==> src/rtl/mdu_pkg.sv <==
// Shared definitions for the iterative multiply/divide unit:
// op encoding and FSM states.
package mdu_pkg;

  localparam logic [2:0] MDU_MULT  = 3'd0;
  localparam logic [2:0] MDU_MULTU = 3'd1;
  localparam logic [2:0] MDU_DIV   = 3'd2;
  localparam logic [2:0] MDU_DIVU  = 3'd3;
  localparam logic [2:0] MDU_MTHI  = 3'd4;
  localparam logic [2:0] MDU_MTLO  = 3'd5;

  typedef enum logic [1:0] {
    S_IDLE = 2'd0,
    S_CALC = 2'd1,
    S_FIX  = 2'd2
  } mdu_state_e;

  function automatic logic is_iter(logic [2:0] op);
    return op <= MDU_DIVU;
  endfunction

endpackage

==> src/rtl/mdu_iter.sv <==
// One combinational step of shift-add multiply or
// restoring divide.
module mdu_iter
  import mdu_pkg::*;
#(
  parameter int WIDTH = 32
) (
  input  logic               div_i,
  input  logic [2*WIDTH-1:0] acc_i,
  input  logic [2*WIDTH-1:0] opnd_i,
  input  logic [WIDTH-1:0]   sh_i,
  output logic [2*WIDTH-1:0] acc_o,
  output logic [2*WIDTH-1:0] opnd_o,
  output logic [WIDTH-1:0]   sh_o
);

  logic [WIDTH:0]   rem_sh;
  logic [WIDTH-1:0] sub;
  logic             ok;

  always_comb begin
    rem_sh = {acc_i[WIDTH-1:0], sh_i[WIDTH-1]};
    ok     = rem_sh >= {1'b0, opnd_i[WIDTH-1:0]};
    // result is below 2^WIDTH whenever ok, so wrap is safe
    sub    = rem_sh[WIDTH-1:0] - opnd_i[WIDTH-1:0];
    if (div_i) begin
      acc_o  = {{WIDTH{1'b0}}, ok ? sub : rem_sh[WIDTH-1:0]};
      opnd_o = opnd_i;
      sh_o   = {sh_i[WIDTH-2:0], ok};
    end else begin
      acc_o  = sh_i[0] ? acc_i + opnd_i : acc_i;
      opnd_o = opnd_i << 1;
      sh_o   = sh_i >> 1;
    end
  end

endmodule

==> src/rtl/mult_div_unit.sv <==
// Iterative MULT/DIV unit with HI/LO registers.
// Define MDU_EARLY_OUT_EN to end multiplies once the multiplier is exhausted.
module mult_div_unit
  import mdu_pkg::*;
#(
  parameter int WIDTH = 32,
  parameter int CNT_W = $clog2(WIDTH + 1)
) (
  input  logic             clk,
  input  logic             rst_n,
  input  logic             start,
  input  logic [2:0]       op,
  input  logic [WIDTH-1:0] in0,
  input  logic [WIDTH-1:0] in1,
  output logic             ready,
  output logic             busy,
  output logic             done,
  output logic [WIDTH-1:0] hi,
  output logic [WIDTH-1:0] lo
);

  mdu_state_e state_q, state_d;
  logic [CNT_W-1:0] cnt_q, cnt_d;
  logic [2*WIDTH-1:0] acc_q, acc_d, opnd_q, opnd_d;
  logic [2*WIDTH-1:0] it_acc, it_opnd, prod;
  logic [WIDTH-1:0] sh_q, sh_d, it_sh;
  logic [WIDTH-1:0] hi_q, hi_d, lo_q, lo_d;
  logic [WIDTH-1:0] mag0, mag1, quo, rem;
  logic div_q, div_d, neg_q, neg_d;
  logic rneg_q, rneg_d, dz_q, dz_d;
  logic done_q, done_d;
  logic is_sgn, is_div, last;

  mdu_iter #(.WIDTH(WIDTH)) u_iter (
    .div_i  (div_q),
    .acc_i  (acc_q),
    .opnd_i (opnd_q),
    .sh_i   (sh_q),
    .acc_o  (it_acc),
    .opnd_o (it_opnd),
    .sh_o   (it_sh)
  );

  assign is_sgn = (op == MDU_MULT) || (op == MDU_DIV);
  assign is_div = (op == MDU_DIV) || (op == MDU_DIVU);
  assign mag0 = (is_sgn && in0[WIDTH-1]) ? -in0 : in0;
  assign mag1 = (is_sgn && in1[WIDTH-1]) ? -in1 : in1;

  assign prod = neg_q ? -acc_q : acc_q;
  assign quo = neg_q ? -sh_q : sh_q;
  assign rem = rneg_q ? -acc_q[WIDTH-1:0] : acc_q[WIDTH-1:0];

`ifdef MDU_EARLY_OUT_EN
  assign last = (cnt_q == CNT_W'(WIDTH - 1)) ||
                (!div_q && (it_sh == '0));
`else
  assign last = cnt_q == CNT_W'(WIDTH - 1);
`endif

  always_comb begin
    state_d = state_q;
    cnt_d   = cnt_q;
    acc_d   = acc_q;
    opnd_d  = opnd_q;
    sh_d    = sh_q;
    div_d   = div_q;
    neg_d   = neg_q;
    rneg_d  = rneg_q;
    dz_d    = dz_q;
    hi_d    = hi_q;
    lo_d    = lo_q;
    done_d  = 1'b0;
    unique case (state_q)
      S_IDLE: begin
        if (start) begin
          unique case (1'b1)
            is_iter(op): begin
              state_d = S_CALC;
              cnt_d   = '0;
              div_d   = is_div;
              neg_d   = is_sgn && (in0[WIDTH-1] ^ in1[WIDTH-1]);
              rneg_d  = is_sgn && in0[WIDTH-1];
              dz_d    = in1 == '0;
              acc_d   = '0;
              opnd_d  = {{WIDTH{1'b0}}, is_div ? mag1 : mag0};
              sh_d    = is_div ? mag0 : mag1;
            end
            op == MDU_MTHI: hi_d = in0;
            op == MDU_MTLO: lo_d = in0;
            default: ;
          endcase
        end
      end
      S_CALC: begin
        acc_d  = it_acc;
        opnd_d = it_opnd;
        sh_d   = it_sh;
        cnt_d  = cnt_q + 1'b1;
        if (last) state_d = S_FIX;
      end
      S_FIX: begin
        state_d = S_IDLE;
        done_d  = 1'b1;
        if (div_q) begin
          // divide by zero keeps the raw all-ones quotient
          lo_d = dz_q ? '1 : quo;
          hi_d = rem;
        end else begin
          {hi_d, lo_d} = prod;
        end
      end
      default: state_d = S_IDLE;
    endcase
  end

  always_ff @(posedge clk or negedge rst_n) begin
    if (!rst_n) begin
      state_q <= S_IDLE;
      cnt_q   <= '0;
      acc_q   <= '0;
      opnd_q  <= '0;
      sh_q    <= '0;
      div_q   <= 1'b0;
      neg_q   <= 1'b0;
      rneg_q  <= 1'b0;
      dz_q    <= 1'b0;
      hi_q    <= '0;
      lo_q    <= '0;
      done_q  <= 1'b0;
    end else begin
      state_q <= state_d;
      cnt_q   <= cnt_d;
      acc_q   <= acc_d;
      opnd_q  <= opnd_d;
      sh_q    <= sh_d;
      div_q   <= div_d;
      neg_q   <= neg_d;
      rneg_q  <= rneg_d;
      dz_q    <= dz_d;
      hi_q    <= hi_d;
      lo_q    <= lo_d;
      done_q  <= done_d;
    end
  end

  assign ready = state_q == S_IDLE;
  assign busy  = !ready;
  assign done  = done_q;
  assign hi    = hi_q;
  assign lo    = lo_q;

endmodule

==> config.mk <==
export PLATFORM = sky130hd
export DESIGN_NAME = mult_div_unit
export DESIGN_NICKNAME = d
export VERILOG_FILES = /design/src/rtl/mdu_pkg.sv /design/src/rtl/mdu_iter.sv /design/src/rtl/mult_div_unit.sv
export SDC_FILE = /design/constraint.sdc
export NUM_CORES = 1
export LEC_CHECK = 0
export BUFFER_PORTS_ARGS = -buffer_cell sky130_fd_sc_hd__buf_2
export CORE_MARGIN = 1.5
export CORE_UTILIZATION = 60
export CTS_CLUSTER_SIZE = 25
export DETAILED_ROUTE_END_ITERATION = 6
export GPL_ROUTABILITY_DRIVEN = 1
export PLACE_DENSITY = 0.86
export SLEW_MARGIN = 20
export SYNTH_ARGS = -nofsm -noshare
export SYNTH_HDL_FRONTEND = slang
export SYNTH_SLANG_ARGS = --single-unit
==> constraint.sdc <==
create_clock -name clk -period 9 [get_ports clk]
set_input_delay 1.8 -clock clk [delete_from_list [all_inputs] [get_ports clk]]
set_output_delay 1.8 -clock clk [all_outputs]
set_load 0.02 [all_outputs]
==> out/results.tsv <==
metric	value	unit
Die H	188	µm
1st-iter DRT viols	2925	
sinks on the clock net	237	
CTS tree	built	
met3 usage	8.27	%
I/O Buffers	136	
final core occ	66.7	%
met2 usage	61.9	%
CP cell instances	ha_1 > inv_1 > fa_1 > nor2b_1 > o211ai_1 > a21o_1 > a21oi_1 > o21ai_0 > a2111oi_0 > o21ai_0 > a31oi_1 > o211ai_1 > a21o_1 > a32o_1	
io pins	137	
GRT Total Usage	40.6	%
Vias per Instance	6.84	
Fmax	0.208	GHz
cts hold-fix bufs	0	
Clk network pwr share	16.7	%
TritonCTS Buffers	28	
combinational group share of total power	57.9	%
Via Count	21259	
TritonRoute pass-1 iters	6	
Synth Area per Inst	7.76	µm²
Clk Latency, worst-skew pair	580	ps
WL final	73100	µm
# resized after CTS	0	
Clock Path Buffers	3	
worst slew pin tran	1150	ps
Power Density	368	mW/mm²
ys flop type	dfrtp_1	
Finished Cell Area	0.0224	mm²
H-tree Lvls	1	
Switching Share	49.9	%
die area	0.0352	mm²
Max rail drop VDD	0.000189	V
Layout Nets	2807	
grt ovf	0	
final setup margin	4190	ps
TNS Setup	0	ps
hold worst-path end	state_q[1]$_DFFE_PN0P_	
maxcap violations	0	
# Post-CTS Setup Buffers	0	
number of enable flip-flop cells after synthesis	0	
Yosys cell types	72	
status	finished, final reports clean	
CTS root buf	clkbuf_16	
R2R depth	14	
period utilisation layout	53.4	%
first-pass GRT wire length	113000	µm
sequential power share	25.4	%
die width	188	µm
Cell Area, Placed	0.0212	mm²
Worst-path clk slew	60	ps
Routed WL per cell	23.5	µm
initial antenna violation count	2	
FF-to-FF End	acc_q[62]$_DFFE_PN0P_	
worst hold path class	flip-flop to flip-flop	
WP data arrival	5280	ps
post-DP HPWL	53500	µm
Final ANT Viol Nets	0	
max-slew violations	0	
M1 GR Usage	54.5	%
CP max stage cell	a2111oi_0	
Hold Path Depth	1	
Final GP Congestion	1.03	
CP peak stage delay	990	ps
#FFs+latches synth	237	
critical path class	flip-flop to flip-flop	
RSZ-0062 raised after global routing	no	
Core ar.	0.0335	mm²
switching power	0.00411	W
Most Crowded Layer GR	met2	
Synth Cell Area	0.0205	mm²
Initial Util	61.1	%
Worst Min Path Start	cnt_q[5]$_DFFE_PN0P_	
Critical Path Start Type	flip-flop	
synthesized net count	2810	
FF-to-FF setup slack	4190	ps
maximum fanout along the worst path	9	
Yosys warning count	0	
DP Worst Slack	3960	ps
post-synthesis to final-layout area growth	9.25	%
Gate Count Post-Synth	2638	
crit path capture type	flip-flop	
setup violators final	0	
drt drc	0	
largest net degree at the start of global routing	105	
row cnt	67	
Slew HR	23.6	%
P_leak	9.63	nW
total power	0.00822	W
crit-path leading delay family	compound AO/OA/AOI/OAI gates	
RR Startpoint	acc_q[0]$_DFFE_PN0P_	
vias in the first global route	19545	
share of cells above drive strength 1	9.41	%
crit path buf inv count	1	
Seq/Total Area, Yosys	29.0	%
post-route minimum period	4810	ps
ys async rst share	100	%
Fin Clk Skew	32.6	ps
Internal Dissipation	0.00412	W
WP data required	9470	ps
Final Hold Viols	0	
power by group through the flow:
stage / combinational [W] / sequential [W] / clock (W)
global placement: 0.00446 / 0.00203 / 0
finish: 0.00476 / 0.00209 / 0.00137
detailed placement: 0.00458 / 0.00205 / 0
floorplan: 0.00349 / 0.00180 / 0
CTS: 0.00461 / 0.00204 / 0.00137
global route: 0.00513 / 0.00211 / 0.00141
worst register-to-register path: stages, from the launching register on:
cell,delay (ps)
dfrtp_1,570
ha_1,250
inv_1,60
fa_1,410
nor2b_1,180
o211ai_1,140
a21o_1,220
a21oi_1,340
o21ai_0,280
a2111oi_0,990
o21ai_0,360
a31oi_1,320
o211ai_1,150
a21o_1,200
a32o_1,240
registers in the layout, indices dropped and copies added, names as in the netlist:
register and cells:
acc_q 64, opnd_q 64, hi 32, lo 32, sh_q 32, cnt_q 6, state_q 2, div_q 1
done 1, dz_q 1, neg_q 1, rneg_q 1
kinds of logic after synthesis:
group / after synthesis / synth area share [%]
flops: 237 / 29.0
fa+ha+maj: 102 / 6.31
buf+inv: 252 / 4.66
xor+xnor: 270 / 11.6
mux: 54 / 2.66
simple gates: 906 / 20.0
compound gates: 817 / 25.8
layout by cell type, fill, tap and decap left out, types with 43 or more instances in the layout:
| cell | instances |
|---|---|
| a31oi_1 | 115 |
| buf_2 | 135 |
| dfrtp_1 | 235 |
| xor2_1 | 107 |
| o21ai_0 | 211 |
| o31ai_1 | 50 |
| inv_1 | 60 |
| nand3_1 | 59 |
| ha_1 | 100 |
| nor2_1 | 211 |
| nand2_1 | 399 |
| a21oi_1 | 141 |
| nor3_1 | 43 |
| mux2i_1 | 50 |
| xnor2_1 | 163 |
| a21o_1 | 68 |
layout make-up:
class	instances	area, µm²
Clock inverter	15	298
Timing Repair Buffer	159	863
Tap cell	448	561
Inverter	60	225
Sequential cell	237	5940
Antenna cell	1	2.50
Multi-Input combinational cell	2149	13700
Fill cell	2759	11200
Clock buffer	37	815
stage by stage:
stage / hold slack [ps] / cells
floorplan: 447 / 2638
global placement: 468 / 3053
detailed placement: 465 / 3053
CTS: 489 / 3105
global route: 516 / 3106
finish: 488 / 3106
how the worst max path moves through the flow:
stage                          from                endpoint  cells past startpoint
3_5_place_dp                 in1[4]  opnd_q[30]$_DFFE_PN0P_                     10
3_3_place_gp                 in1[4]  opnd_q[30]$_DFFE_PN0P_                     10
2_1_floorplan               in0[17]  opnd_q[27]$_DFFE_PN0P_                      9
5_1_grt        acc_q[0]$_DFFE_PN0P_   acc_q[62]$_DFFE_PN0P_                     14
4_1_cts        acc_q[0]$_DFFE_PN0P_   acc_q[62]$_DFFE_PN0P_                     14
6_report       acc_q[0]$_DFFE_PN0P_   acc_q[62]$_DFFE_PN0P_                     14
cells in the mapped netlist (36+ instances only):
master,instances,area share (%)
a21o_1,68,2.5
a21oi_1,141,3.4
a22o_1,36,1.5
a31oi_1,115,3.5
clkbuf_1,173,3.2
dfrtp_1,237,29
ha_1,100,6.1
inv_1,60,1.1
mux2i_1,50,2.4
nand2_1,399,7.3
nand3_1,59,1.4
nor2_1,216,4.0
nor3_1,43,1.1
o21ai_0,211,5.2
o221ai_1,37,1.6
o31ai_1,50,1.8
xnor2_1,163,7.0
xor2_1,107,4.6
per-layer routing:
layer / part of all wire (%) / up-vias
met4: 6.2 / 2
li1: - / 9499
met2: 43 / 1457
met5: 0.018 / -
met1: 39 / 10015
met3: 12 / 286
Power figures use the tool's default switching activity.
